`src/rtl/nb_neg_arbiter.sv`:
```
// Round-robin arbiter in front of a single two's-complement negation unit with a
// one-entry valid/ready result slot. Optional build macro: NEG_SAT_EN (saturate -MIN).
module nb_neg_arbiter #(
    parameter  int n    = 16,
    parameter  int NREQ = 4,
    localparam int IDW  = (NREQ > 1) ? $clog2(NREQ) : 1
) (
    input  logic              clk,
    input  logic              rst_n,
    input  logic [NREQ-1:0]   req,
    input  logic [NREQ*n-1:0] req_data,
    output logic [NREQ-1:0]   ack,
    output logic              out_valid,
    input  logic              out_ready,
    output logic [n-1:0]      out_data,
    output logic [IDW-1:0]    out_id,
    output logic              out_ovf,
    output logic              dbg_state_o
);

    // Handshake: a result moves to the consumer on any edge where out_valid && out_ready;
    // an operand moves in on any edge where ack[i] is high (ack implies the slot can take it).
    typedef enum logic {
        EMPTY = 1'b0,
        FULL  = 1'b1
    } slot_state_e;

    slot_state_e        state_q, state_d;
    logic [IDW-1:0]     ptr_q, ptr_d;
    logic [n-1:0]       data_q, data_d;
    logic [IDW-1:0]     id_q, id_d;
    logic               ovf_q, ovf_d;

    logic               found;
    logic [IDW-1:0]     win;
    logic               accept;
    logic [n-1:0]       op;
    logic [n-1:0]       neg;
    logic               op_is_min;
    logic [n-1:0]       result;

    function automatic logic [IDW-1:0] wrap_idx(input int base, input int k);
        int s;
        s = base + k;
        if (s >= NREQ) s = s - NREQ;
        return IDW'(s);
    endfunction

    // Rotating priority search starting at the pointer.
    always_comb begin
        found = 1'b0;
        win   = '0;
        for (int k = 0; k < NREQ; k++) begin
            if (!found && req[wrap_idx(int'(ptr_q), k)]) begin
                found = 1'b1;
                win   = wrap_idx(int'(ptr_q), k);
            end
        end
    end

    assign accept    = found && ((state_q == EMPTY) || out_ready);
    assign op        = req_data[int'(win)*n +: n];
    assign neg       = ~op + 1'b1;
    assign op_is_min = (op == {1'b1, {(n-1){1'b0}}});

`ifdef NEG_SAT_EN
    assign result = op_is_min ? {1'b0, {(n-1){1'b1}}} : neg;
`else
    assign result = neg;
`endif

    always_ff @(posedge clk or negedge rst_n) begin
        if (!rst_n) begin
            state_q <= EMPTY;
            ptr_q   <= '0;
            data_q  <= '0;
            id_q    <= '0;
            ovf_q   <= 1'b0;
        end else begin
            state_q <= state_d;
            ptr_q   <= ptr_d;
            data_q  <= data_d;
            id_q    <= id_d;
            ovf_q   <= ovf_d;
        end
    end

    always_comb begin
        state_d = state_q;
        ptr_d   = ptr_q;
        data_d  = data_q;
        id_d    = id_q;
        ovf_d   = ovf_q;
        case (state_q)
            EMPTY:   if (accept) state_d = FULL;
            FULL:    if (out_ready && !accept) state_d = EMPTY;
            default: state_d = EMPTY;
        endcase
        if (accept) begin
            data_d = result;
            id_d   = win;
            ovf_d  = op_is_min;
            ptr_d  = (win == IDW'(NREQ-1)) ? '0 : win + 1'b1;
        end
    end

    // ack is forced low while reset is held so no requester retires an operand that is discarded.
    always_comb begin
        ack         = '0;
        if (accept && rst_n) ack = {{(NREQ-1){1'b0}}, 1'b1} << win;
        out_valid   = (state_q == FULL);
        out_data    = data_q;
        out_id      = id_q;
        out_ovf     = ovf_q;
        dbg_state_o = state_q;
    end

endmodule

```
`config.mk`:
```
export PLATFORM = sky130hd
export DESIGN_NAME = nb_neg_arbiter
export DESIGN_NICKNAME = d
export VERILOG_FILES = /design/src/rtl/nb_neg_arbiter.sv
export SDC_FILE = /design/constraint.sdc
export NUM_CORES = 1
export LEC_CHECK = 0
export CAP_MARGIN = 30
export CORE_UTILIZATION = 35
export CTS_CLUSTER_DIAMETER = 80
export CTS_CLUSTER_SIZE = 28
export DETAILED_ROUTE_END_ITERATION = 7
export DONT_BUFFER_PORTS = 1
export PLACE_DENSITY = 0.46
export SETUP_SLACK_MARGIN = 0.1
export SLEW_MARGIN = 10
export SYNTH_ARGS = -nofsm -noshare
export SYNTH_HDL_FRONTEND = slang
export SYNTH_SLANG_ARGS = --single-unit
```
`constraint.sdc`:
```
create_clock -name clk -period 3.21 [get_ports clk]
set_input_delay 0.963 -clock clk [delete_from_list [all_inputs] [get_ports clk]]
set_output_delay 0.963 -clock clk [all_outputs]
set_load 0.02 [all_outputs]
```
==> results of run 1 <==
[power groups by stage]
stage	registers [W]	clock network (W)	logic (W)
after CTS	0.000572	0.000174	0.000811
after global placement	0.000572	0	0.000785
after detailed placement	0.000579	0	0.000804
final	0.000574	0.000168	0.000829
after floorplan	0.000539	0	0.000694
after global routing	0.000586	0.000188	0.000916
[flip-flops by register name (all words and copies together), names as in the netlist]
name	count
dbg_state_o	1
out_id	2
ptr_q	2
out_ovf	1
out_data	16
[cell families (layout without fill, tap and decap cells)]
| kind of cell | Yosys count | in the layout | share of synthesized area (%) |
|---|---|---|---|
| compound gates | 30 | 30 | 10.2 |
| xor+xnor | 11 | 11 | 5.18 |
| fa+ha+maj | 5 | 5 | 3.36 |
| buf+inv | 16 | 14 | 5.05 |
| flops | 22 | 22 | 29.6 |
| mux | 46 | 46 | 26.0 |
| simple gates | 73 | 73 | 20.6 |
[cells in the mapped netlist, drive strengths merged, types with 3 or more instances]
master and number:
nand4 3, nand2 38, a21oi 4, nand3 6, nor2 9, inv 5, and3 4, xnor2 10
dfrtp 22, mux2 15, buf 7, nor3 5, o21ai 14, mux2i 31, nor4 3, clkbuf 4
ha 5
[worst reg2reg max path, stage by stage, from the launching register on]
cell and delay (ns):
sky130_fd_sc_hd__dfrtp_1 0.46, sky130_fd_sc_hd__nand2b_1 0.22, sky130_fd_sc_hd__a21oi_1 0.14, sky130_fd_sc_hd__and2b_4 0.22
sky130_fd_sc_hd__inv_4 0.19, sky130_fd_sc_hd__buf_12 0.22, sky130_fd_sc_hd__mux2i_1 0.21, sky130_fd_sc_hd__mux2_2 0.24
sky130_fd_sc_hd__nand4_4 0.19, sky130_fd_sc_hd__nor4_4 0.33, sky130_fd_sc_hd__xnor2_1 0.16, sky130_fd_sc_hd__o21ai_1 0.07
[metal layers]
layer	wire, um	up-vias	GRT usage [%]
met5	0	-	0
met4	64	0	6.29
met3	272	4	2.81
met2	1990	61	23.7
met1	2080	655	21.5
li1	-	713	-
[how the worst max path moves through the flow]
stage / to / from / slack, ns / cells after the start
after floorplan: ack[0] / req[3] / 0.11 / 8
after CTS: ack[2] / req[3] / 0.11 / 7
after global routing: out_data[15] / req[3] / 0.11 / 12
after global placement: out_data[14] / req[3] / 0.11 / 11
after detailed placement: out_data[14] / req[3] / 0.05 / 11
final: ack[0] / req[0] / 0.20 / 3
[timing repair]
action | 4_1_cts | 5_1_grt
gates cloned | 0 | 0
pin swaps | 0 | 1
resized for setup | 1 | 10
hold buffers | 0 | 0
setup endpoints to repair | 1 | 4
buffers inserted | 0 | 1
[final cells by class]
class | count | area, um2 | area share (%)
flip-flops and latches | 22 | 551 | 27.4
inverters | 5 | 26.3 | 1.31
multi-input cells | 165 | 1250 | 62.1
repair buffers | 6 | 57.6 | 2.86
well taps | 70 | 87.6 | 4.35
clock buffers | 3 | 41.3 | 2.05
[stage by stage]
stage               hold slack, ns  power, W  utilization [%]  cell area, um2  setup slack, ns
floorplan                    0.539   0.00123                -            1860            0.111
global placement             0.562   0.00136             37.7            1930            0.105
detailed placement           0.582   0.00138             37.7            1930           0.0450
CTS                          0.384   0.00156             38.6            1970            0.106
global route                 0.372   0.00169             39.4            2010            0.114
finish                       0.391   0.00157             39.4            2010            0.202
==> impl_summary.md, run 1 <==
Run status
The run finished with clean final reports.

Power and ir drop
Sequential cells account for 36.5% of the total power. VDD sags by at most 0.255 mV. Of the total power, the share spent switching nets is 46.3%. The power share of the combinational group is 52.8%.

The power density over cell area is 781 mW/mm2. The clock network power share is 10.7%. Summed over all nets, the switching power comes to 0.000727 W. The cell internal power dissipation is 0.000844 W. Summed over all cells, the static leakage comes to 0.895 nW.

Die
The initial standard-cell utilization of the core is 36.4%. The overall die area is 0.00561 mm2. The number of ports placed on the die boundary is 96.

The die is 74.9 um wide. Row generation in the floorplan step produced 26 rows. Measured along the y axis, the die boundary spans 74.9 um. The area inside the core boundary is 0.00511 mm2.

Yosys
The primary flip-flop cell chosen by synthesis mapping is sky130_fd_sc_hd__dfrtp_1. The number of distinct standard cells referenced by the synthesized netlist is 42. Counting flops with an async set or reset pin after synthesis yields a share of 100%. The total number of yosys warnings is 0.

After synthesis the cells add up to 0.00186 mm2. For this run, the register share of the synthesized area comes to 29.6%. The area share of the largest cell type after synthesis is 29.6%. After synthesis, the mean cell area works out to 9.16 um2. Summed over all instances, the cell type with the most area after synthesis is sky130_fd_sc_hd__dfrtp_1. In the synthesized netlist, the number of instances is 203.

Yosys mapped a number of flops with a built-in enable equal to 0. The synthesized design contains 22 register bits. Counting every net in the synthesized netlist gives 279.

After synthesis, the cell types taking the most area are sky130_fd_sc_hd__dfrtp_1, sky130_fd_sc_hd__mux2i_1, sky130_fd_sc_hd__mux2_2.

Global routing
The global-route congestion overflow total is 0. The number of antenna violations at the first check in global routing is 0. The via count of the first global-routing pass came to 1321. The first-pass GRT wire length is 6470 um.

Entering global routing, the biggest net connects 32 pins. The total track usage is 15.5%.

Worst setup path
The critical path contains buffers and inverters numbering 0 combined. The signal on the critical path passes through nor4_1 > a21oi_1 > and3_4. The register-to-register setup slack is 0.44 ns. The gate family responsible for the most delay along the worst path is simple AND/OR/NAND/NOR gates. The required time reported for the critical path endpoint is 2.25 ns. STA classifies the critical path endpoint as a primary output. The highest fanout seen on the critical path is 7. The launch point of the worst reg-to-reg path is ptr_q[1]. The startpoint kind of the worst setup timing path is an input pin.

The reg-to-reg endpoint is out_data[13]. The worst setup path category is in -> out. The logic depth of the worst register-to-register path is 11.

Among all stages on the critical path, the largest delay is contributed by sky130_fd_sc_hd__nor4_1. The data arrival time of the worst path is 2.04 ns. The delay of the slowest critical-path stage is 0.49 ns.

Timing
Setup repair after global routing left no endpoint under its margin. The final critical path takes up 93.7% of the cycle. The number of endpoints failing setup at the final stage is 0.

For the pin with the worst max-slew slack, the measured transition is 0.665 ns. The normalized max-slew margin is 55.6%. The final count of pins violating max slew was 0. Clock skew on the completed layout was measured at 0.00141 ns. The shortest period the worst path allows is 3.01 ns.

The hold violation total from the final report is 0. The achievable clock frequency is 332 MHz. Setup total negative slack on the finished layout was measured at 0 ns.

Route
The average via count per standard cell is 5.29. The routed length per placed instance is 16.3 um. The remaining antenna violation count after routing is 0.

The first detailed-routing pass ran for 4 iterations. Across all layers, the routed design uses 1433 vias. In the routed design, unresolved DRC markers number 0. After the first detailed-routing iteration, the DRC count stood at 92. The routed design has 4410 um of wire.

Place
Detailed placement ended at an HPWL of 3490 um. The number of placed instances, taps included, is 267. The number of buffer cells added on primary ports is 0.

The placer's final routability congestion estimate is 0.760.

Clock tree
The clock tree from TritonCTS is done. Clock latency on the worst-skew pair, taken at its later pin, is 0.26 ns. In this run the number of H-tree levels came out at 1. The post-CTS clock slew at the launch and capture registers of the worst setup and hold paths is 0.07 ns. The tree is rooted in a sky130_fd_sc_hd__clkbuf_8. The longest clock path from root to sink contains 2 buffers. The clock buffer count from CTS is 3. The number of clock sinks is 22.

Layout
The library cell used most frequently in the layout, excluding fill and tap cells, is sky130_fd_sc_hd__nand2_1. The count of nets after finishing is 279. The top cell types in the final layout, fill and taps aside, are sky130_fd_sc_hd__nand2_1, sky130_fd_sc_hd__mux2i_1, sky130_fd_sc_hd__dfrtp_1. The fraction of layout cells with a size suffix above 1 is 20.9%.

The repair_antennas step left the layout with diodes totalling 0. The non-filler instance count after layout is 271. The total of fill cells in the finished design is 533. The area added between synthesis and finish is 8.21%.

Hold path
The tightest min-delay check is of the in -> async type.

Run
The total of max-cap violations is 0.
Note: power is estimated with default switching activity, not from simulation.
==> run 2: changes to the inputs <==
--- a/config.mk
+++ b/config.mk
@@ -12,6 +12,7 @@
 export DETAILED_ROUTE_END_ITERATION = 7
 export DONT_BUFFER_PORTS = 1
 export PLACE_DENSITY = 0.46
+export REMOVE_ABC_BUFFERS = 1
 export SETUP_SLACK_MARGIN = 0.1
 export SLEW_MARGIN = 10
 export SYNTH_ARGS = -nofsm -noshare
==> run 2 against run 1 <==
Combinational power fell by 3.3%. Non-clock buffer count rose by 1. Register-to-register slack improved by 0.05 ns. Clock skew rose by 0.0085 ns. Clock power rose by 23%. Critical path depth rose by 4. Die area did not move. Fmax fell by 1.7%. Cell count rose by 0.74%. Largest cell class unchanged.
==> impl_summary.md, run 2 (synthesis results as in run 1) <==
Clock tree
TritonCTS built the clock tree. The largest buffer count on any clock path is 2. The number of clock sinks is 22. In this run, post-CTS hold repair placed 0 buffers.

The number of clock buffers added by TritonCTS is 3. The worst-skew pair later-pin latency is 0.27 ns. CTS placed an instance of sky130_fd_sc_hd__clkbuf_8 at the clock tree root. The post-CTS clock slew at the launch and capture registers of the worst setup and hold paths is 0.09 ns. In this run the number of H-tree levels came out at 1.

Route
The pre-antenna-repair detailed-routing pass consisted of 4 iterations. After detailed routing, the average wire length per cell comes to 16.1 um. After detailed routing, the number of remaining DRC violations is 0.

Once detail routing completed, the nets flagged for antenna violations numbered 0. After detailed routing, the number of vias per cell comes to 5.37. The total detailed-routing wirelength is 4390 um.

The via total after detailed routing is 1465. The number of design-rule violations left by the first detailed-router iteration is 26.

Timing
The normalized max-slew margin is 63.0%. The period utilization is 95.3%. The hold violation total from the final report was 0. The worst-margin pin slew is 0.556 ns. The final count of pins violating max slew is 0. The achievable clock frequency is 327 MHz. The number of endpoints failing setup at the final stage is 0. Setup repair after global routing could not meet its margin everywhere. Setup total negative slack on the finished layout was measured at 0 ns. The final worst hold slack is 0.377 ns. The shortest period the worst path allows is 3.06 ns.

The maximum clock skew at final layout is 0.00986 ns.

Layout
The count of nets after finishing is 280. The flip-flop count of the largest register, all copies and words added is 16. The total of fill cells in the finished design is 549. The library cells used most frequently in the layout, excluding fill and tap cells, are sky130_fd_sc_hd__nand2_1, sky130_fd_sc_hd__mux2i_1, sky130_fd_sc_hd__dfrtp_1. From synthesis to final layout, the design area changed by 7.67%. The most common library cell in the layout ignoring fill and taps is sky130_fd_sc_hd__nand2_1. The repair_antennas step left the layout with diodes totalling 0. The post-route netlist has 19.7% of its cells at a drive strength greater than 1.

Power and ir drop
The leakage power figure is 0.901 nW. For this design the ratio of total power to cell area is 787 mW/mm2. The peak supply drop is 0.215 mV. Overall power consumption after layout is estimated at 0.00157 W.

Die
The number of placement rows is 26. In this run the count of I/O pins placed on the die edge is 96. Measured along the y axis, the die boundary spans 74.9 um. The overall die area is 0.00561 mm2.

The initial standard-cell utilization of the core is 36.4%. The die span in x is 74.9 um. After floorplanning, the core was sized to cover 0.00511 mm2.

Run status
The run finished with clean final reports.

Worst setup path
For this design, the slowest cell found on the critical path is sky130_fd_sc_hd__and3_1. The highest fanout seen on the critical path is 5. On the worst path, the slowest cell contributes a delay of 0.24 ns.

The worst setup path category is in -> out. The kind of cell with the highest combined delay along the critical path is simple AND/OR/NAND/NOR gates. The startpoint kind of the worst setup timing path is an input pin. The data arrival time of the worst path is 2.10 ns. STA classifies the critical path endpoint as a primary output. The signal on the critical path passes through nand2b_1 > mux2i_1 > nand2_1 > and2_1 > buf_4 > ha_1 > and3_1.

The launch point of the worst reg-to-reg path is ptr_q[1]. The logic depth of the worst register-to-register path is 11. In this run the number of cells on the critical path is 7.

The required time reported for the critical path endpoint is 2.25 ns. The critical path starts at req[3]. Counting both buffers and inverters, the worst setup path holds a total of 1.

Hold path
The worst hold-check path type is in -> async.

Global routing
Entering global routing, the biggest net connects 27 pins. The total track usage is 16.0%. The first-pass GRT wire length is 6690 um. The number of antenna violations at the first check in global routing is 0. After global routing the overflow that remains totals 0.

The via count of the first global-routing pass is 1394.

Place
Port buffering added 0 buffers. The congestion estimate from routability-driven global placement came to 0.760. The estimated wirelength of the detail-placed design is 3460 um.

Run
The total of max-cap violations is 0.
[run 2: worst paths after layout]
path                                      to  slack (ns)
worst max register to register  out_data[14]        0.49
worst min-delay path            out_data[13]        0.38
max in group asynchronous       out_data[12]        2.75
min in group clk                    ptr_q[0]        0.59
worst max-delay path                  ack[2]        0.15
worst min register to register      ptr_q[0]        0.59
[run 2: area by class of cell]
class / instances / area, um2 / area share [%]
multi-input combinational: 165 / 1220 / 61.1
clock buffer: 4 / 55.1 / 2.75
sequential: 22 / 551 / 27.5
tap: 70 / 87.6 / 4.38
inverter: 5 / 21.3 / 1.06
timing repair buffer: 7 / 65.1 / 3.25
[run 2: per-layer routing]
metal  vias up  share of wire, %  wire [um]  GRT usage [%]
li1        719                 -          -              -
met1       679                44       1930           19.8
met2        62                48       2120           28.0
met3         5               6.3        277           2.14
met4         0               1.6         69           6.29
met5         -                 0          0              0
[run 2: through the flow]
step / cells / setup slack, ns / util [%] / area [um2]
after floorplan: 192 / 0.0339 / - / 1790
after global placement: 269 / 0.163 / 38.0 / 1940
after detailed placement: 269 / 0.0462 / 38.0 / 1940
after CTS: 273 / 0.106 / 39.0 / 1990
after global routing: 273 / 0.0811 / 39.2 / 2000
final: 273 / 0.150 / 39.2 / 2000
[run 2: timing repair]
item	4_1_cts	5_1_grt
setup buffers	0	0
resized for setup	0	4
endpoints found under the setup margin	0	3
[run 2: power breakdown]
group	internal [W]	total (W)	switching, W
Combinational	0.000380	0.000802	0.000422
Clock	0.000110	0.000206	0.0000969
Sequential	0.000374	0.000567	0.000193
Total	0.000864	0.00157	0.000711
==> run 3: changes to the inputs <==
--- a/config.mk
+++ b/config.mk
@@ -5,8 +5,10 @@
 export SDC_FILE = /design/constraint.sdc
 export NUM_CORES = 1
 export LEC_CHECK = 0
+export ABC_AREA = 1
 export CAP_MARGIN = 30
 export CORE_UTILIZATION = 35
+export CTS_BUF_LIST = sky130_fd_sc_hd__clkbuf_8
 export CTS_CLUSTER_DIAMETER = 80
 export CTS_CLUSTER_SIZE = 28
 export DETAILED_ROUTE_END_ITERATION = 7
==> run 3 against run 2 <==
The run now ends with DRC left. Die area up 26%. Synthesized cell count increased by 79%. Critical path depth is 6 higher. Via count rose by 61%. Global-route usage rose by 2.9 points. Cell count grew 67%. Sequential cell count stayed put. Register-to-register slack worse by 0.08 ns. Synthesized area rose by 27%. Utilization up 5.2 points. Non-clock buffer count increased by 22. First-iteration DRC count grew to 4.6 times the previous value.
==> impl_summary.md, run 3 <==
Run status
The run finished, with violations left. The final reports fail on DRC.

Yosys
Yosys attributes the largest share of cell area to sky130_fd_sc_hd__dfrtp_1, sky130_fd_sc_hd__nand2_1, sky130_fd_sc_hd__nand3_1. The primary flip-flop cell chosen by synthesis mapping is sky130_fd_sc_hd__dfrtp_1. The area share of the largest cell type after synthesis is 23.3%. Synthesis inferred 22 register bits. The async set-or-reset flop fraction in the synthesized netlist is 100%.

Of the post-synthesis cell area, the part taken by muxes is 0%. The total number of yosys warnings is 0. The share of the synthesized area in compound gates (AO/OA/AOI/OAI) is 3.23%. Among all cell types in the netlist, the one instantiated most often is sky130_fd_sc_hd__nand2_1. Of the total synthesized cell area, the portion taken by XOR and XNOR cells is 1.86%. The number of enable flip-flop cells after synthesis is 0. The fraction of the mapped netlist area in simple logic gates is 57.7%.

Of all cell types, the one taking the most synthesized area is sky130_fd_sc_hd__dfrtp_1. The part of the Yosys area used for sequential elements is 23.3%. The largest family of logic cells by synthesized area is simple AND/OR/NAND/NOR gates. After Yosys synthesis, full adders, half adders and majority gates account for 2.65% of the synthesized area.

The number of standard cells after synthesis is 364. After synthesis, the most frequently instantiated cells are sky130_fd_sc_hd__nand2_1, sky130_fd_sc_hd__nand3_1, sky130_fd_sc_hd__nand2_2, sky130_fd_sc_hd__dfrtp_1, sky130_fd_sc_hd__nor2_1. The mapped netlist covers 0.00236 mm2.

The mean area per synthesized cell is 6.48 um2. The number of distinct standard cells referenced by the synthesized netlist is 29.

Layout
In the layout the commonest cells are sky130_fd_sc_hd__nand2_1, sky130_fd_sc_hd__nand3_1, sky130_fd_sc_hd__nand2_2. In the final layout, the share of cells above drive strength 1 is 30.8%. The count of nets after finishing is 457. The register with the most flip-flops in the layout has 16 of them. 0 antenna diodes ended up in the layout. The area used by sequential logic in the layout is 553 um2. Leaving out filler cells and counting taps, the final layout contains 457.

The total of fill cells in the finished design is 691. The area added between synthesis and finish is 20.9%. In the final layout, the multi-input gates occupy 0.00171 mm2. The most common library cell in the layout ignoring fill and taps is sky130_fd_sc_hd__nand2_1.

Place
At the end of routability-driven placement, the weighted congestion stood at 0.850. During placement, the flow inserted port buffers numbering 0. Detailed placement finished with a half-perimeter wire length of 5070 um. The number of placed instances, taps included, is 443. At the placement stage, the worst setup path has a slack of 0.0367 ns.

Die
The initial utilization of the core area, before any placement, comes to 36.7%. For this design the top-level I/O count stands at 96. The die is 84.1 um wide. The die covers 0.00707 mm2. The area inside the core boundary is 0.00642 mm2. The number of placement rows is 29.

The vertical die dimension is 84.1 um.

Timing
Setup repair after global routing could not meet its margin everywhere. Setup slack on the critical path of the routed design comes to 0.122 ns. After layout, the minimum clock period comes to 3.09 ns. The clock arrives with 0.00155 ns of skew. Static timing analysis puts the maximum clock frequency at 324 MHz. In this run the tightest slew margin relative to its limit is 74.5%. The final worst hold slack is 0.389 ns.

The final count of pins violating max slew is 0. The number of endpoints failing setup at the final stage is 0. The worst-margin pin slew is 0.383 ns. The hold violation total from the final report is 0. The period utilization is 96.2%.

Hold path
The worst hold path belongs to the class in -> async.

Route
The routed length per placed instance is 14.7 um. The remaining antenna violation count after routing is 0. The number of remaining DRC errors is 6. The number of design-rule violations left by the first detailed-router iteration is 119.

After detailed routing, the number of vias per cell comes to 5.17. Across all layers, the routed design uses 2362 vias. The number of optimization iterations in the first detailed-route pass is 7. The final layout contains routed wiring with a total length of 6710 um.

Global routing
The via count of the first global-routing pass is 2139. The number of antenna violations at the first check in global routing is 0. Global routing used 18.9% of the available tracks. The global-route congestion overflow total is 0. The first-pass GRT wire length is 10700 um.

Entering global routing, the biggest net connects 31 pins.

Worst setup path
The logic depth of the worst register-to-register path is 20. The highest fanout seen on the critical path is 5. The number of buffers and inverters on the critical path is 3. The critical path crosses 13 cells after its start point. The gate family responsible for the most delay along the worst path is simple AND/OR/NAND/NOR gates.

The data arrival time of the worst path is 2.13 ns. The endpoint kind of the worst setup timing path is a primary output. The critical path goes through nand2_1 > nand2_1 > nand2_4 > nand2_4 > nor2_8 > nand3_4 > nand3_4 > nand2_8 > clkinv_8 > ha_4 > inv_2 > nor2_1 > buf_4. The startpoint kind of the worst setup timing path is an input pin. Data on the critical path is required at its endpoint by 2.25 ns. The worst setup path category is in -> out.

The cell with the largest stage delay on the worst path is sky130_fd_sc_hd__nor2_8. The largest single stage delay on the critical path is 0.15 ns.

Clock tree
TritonCTS built the clock tree. The root buffer cell chosen for the clock tree is sky130_fd_sc_hd__clkbuf_8. Clock tree synthesis found a total of 22 sinks. Clock latency on the worst-skew pair, taken at its later pin, is 0.26 ns. The number of clock buffers added by TritonCTS is 3. The post-CTS clock slew at the launch and capture registers of the worst setup and hold paths is 0.08 ns.

The number of H-tree levels is 1. For this design, the CTS-stage hold fixing added 0 buffers. The largest buffer count on any clock path is 2.

Run
The total of max-cap violations is 0.
-- run 3: area by class of cell --
cell class | count | share of cell area [%]
Clock buffer | 4 | 1.93
Timing Repair Buffer | 29 | 8.60
Inverter | 29 | 6.80
Multi-Input combinational cell | 296 | 59.9
Sequential cell | 22 | 19.4
Tap cell | 77 | 3.38
-- run 3: routing by layer --
layer  track usage [%]  share of wire [%]  vias up
li1                  -                  -     1197
met1              24.6                 43     1096
met2              32.8                 51       63
met4              2.19               0.60        0
met5                 0                  0        -
met3              4.35                5.3        6
-- run 3: worst paths after layout --
kind	start	endpoint	slack (ns)
max	req[2]	ack[2]	0.12
min	rst_n	dbg_state_o	0.39
max reg2reg	ptr_q[0]	out_data[14]	0.41
max in group asynchronous	rst_n	ptr_q[0]	2.74
min in group clk	out_data[13]	out_data[13]	0.63
min reg2reg	out_data[13]	out_data[13]	0.63
-- run 3: cells by family after synthesis --
logic type / count (synthesis)
xor gates and xnor gates: 5
AOI/OAI and AO/OA: 14
adders and majority gates: 5
buffers and inverters: 46
DFF: 22
and+or+nand+nor: 272
-- run 3: repair_timing --
action / 4_1_cts / 5_1_grt
setup endpoints to repair: 4 / 4
cloned: 0 / 1
buffers inserted: 0 / 9
resized for setup: 5 / 64
pin swaps: 8 / 20
-- run 3: per-stage QoR --
stage               TNS (ns)  area [um2]  util, %
finish                     0        2850     44.4
global route               0        2850     44.4
global placement           0        2450     38.2
CTS                        0        2520     39.3
floorplan              -1.84        2220        -
detailed placement         0        2450     38.2
-- run 3: worst register-to-register path: cells and delay by family, from the launching register on --
| kind | cells | cell delay [ns] |
|---|---|---|
| flops | 1 | 0.45 |
| buf+inv | 4 | 0.60 |
| simple gates | 15 | 1.44 |
| fa+ha+maj | 1 | 0.21 |
Power of run 3 is not shown: default switching activity piles up to over one toggle a cycle in this logic, so the estimate is an artifact.
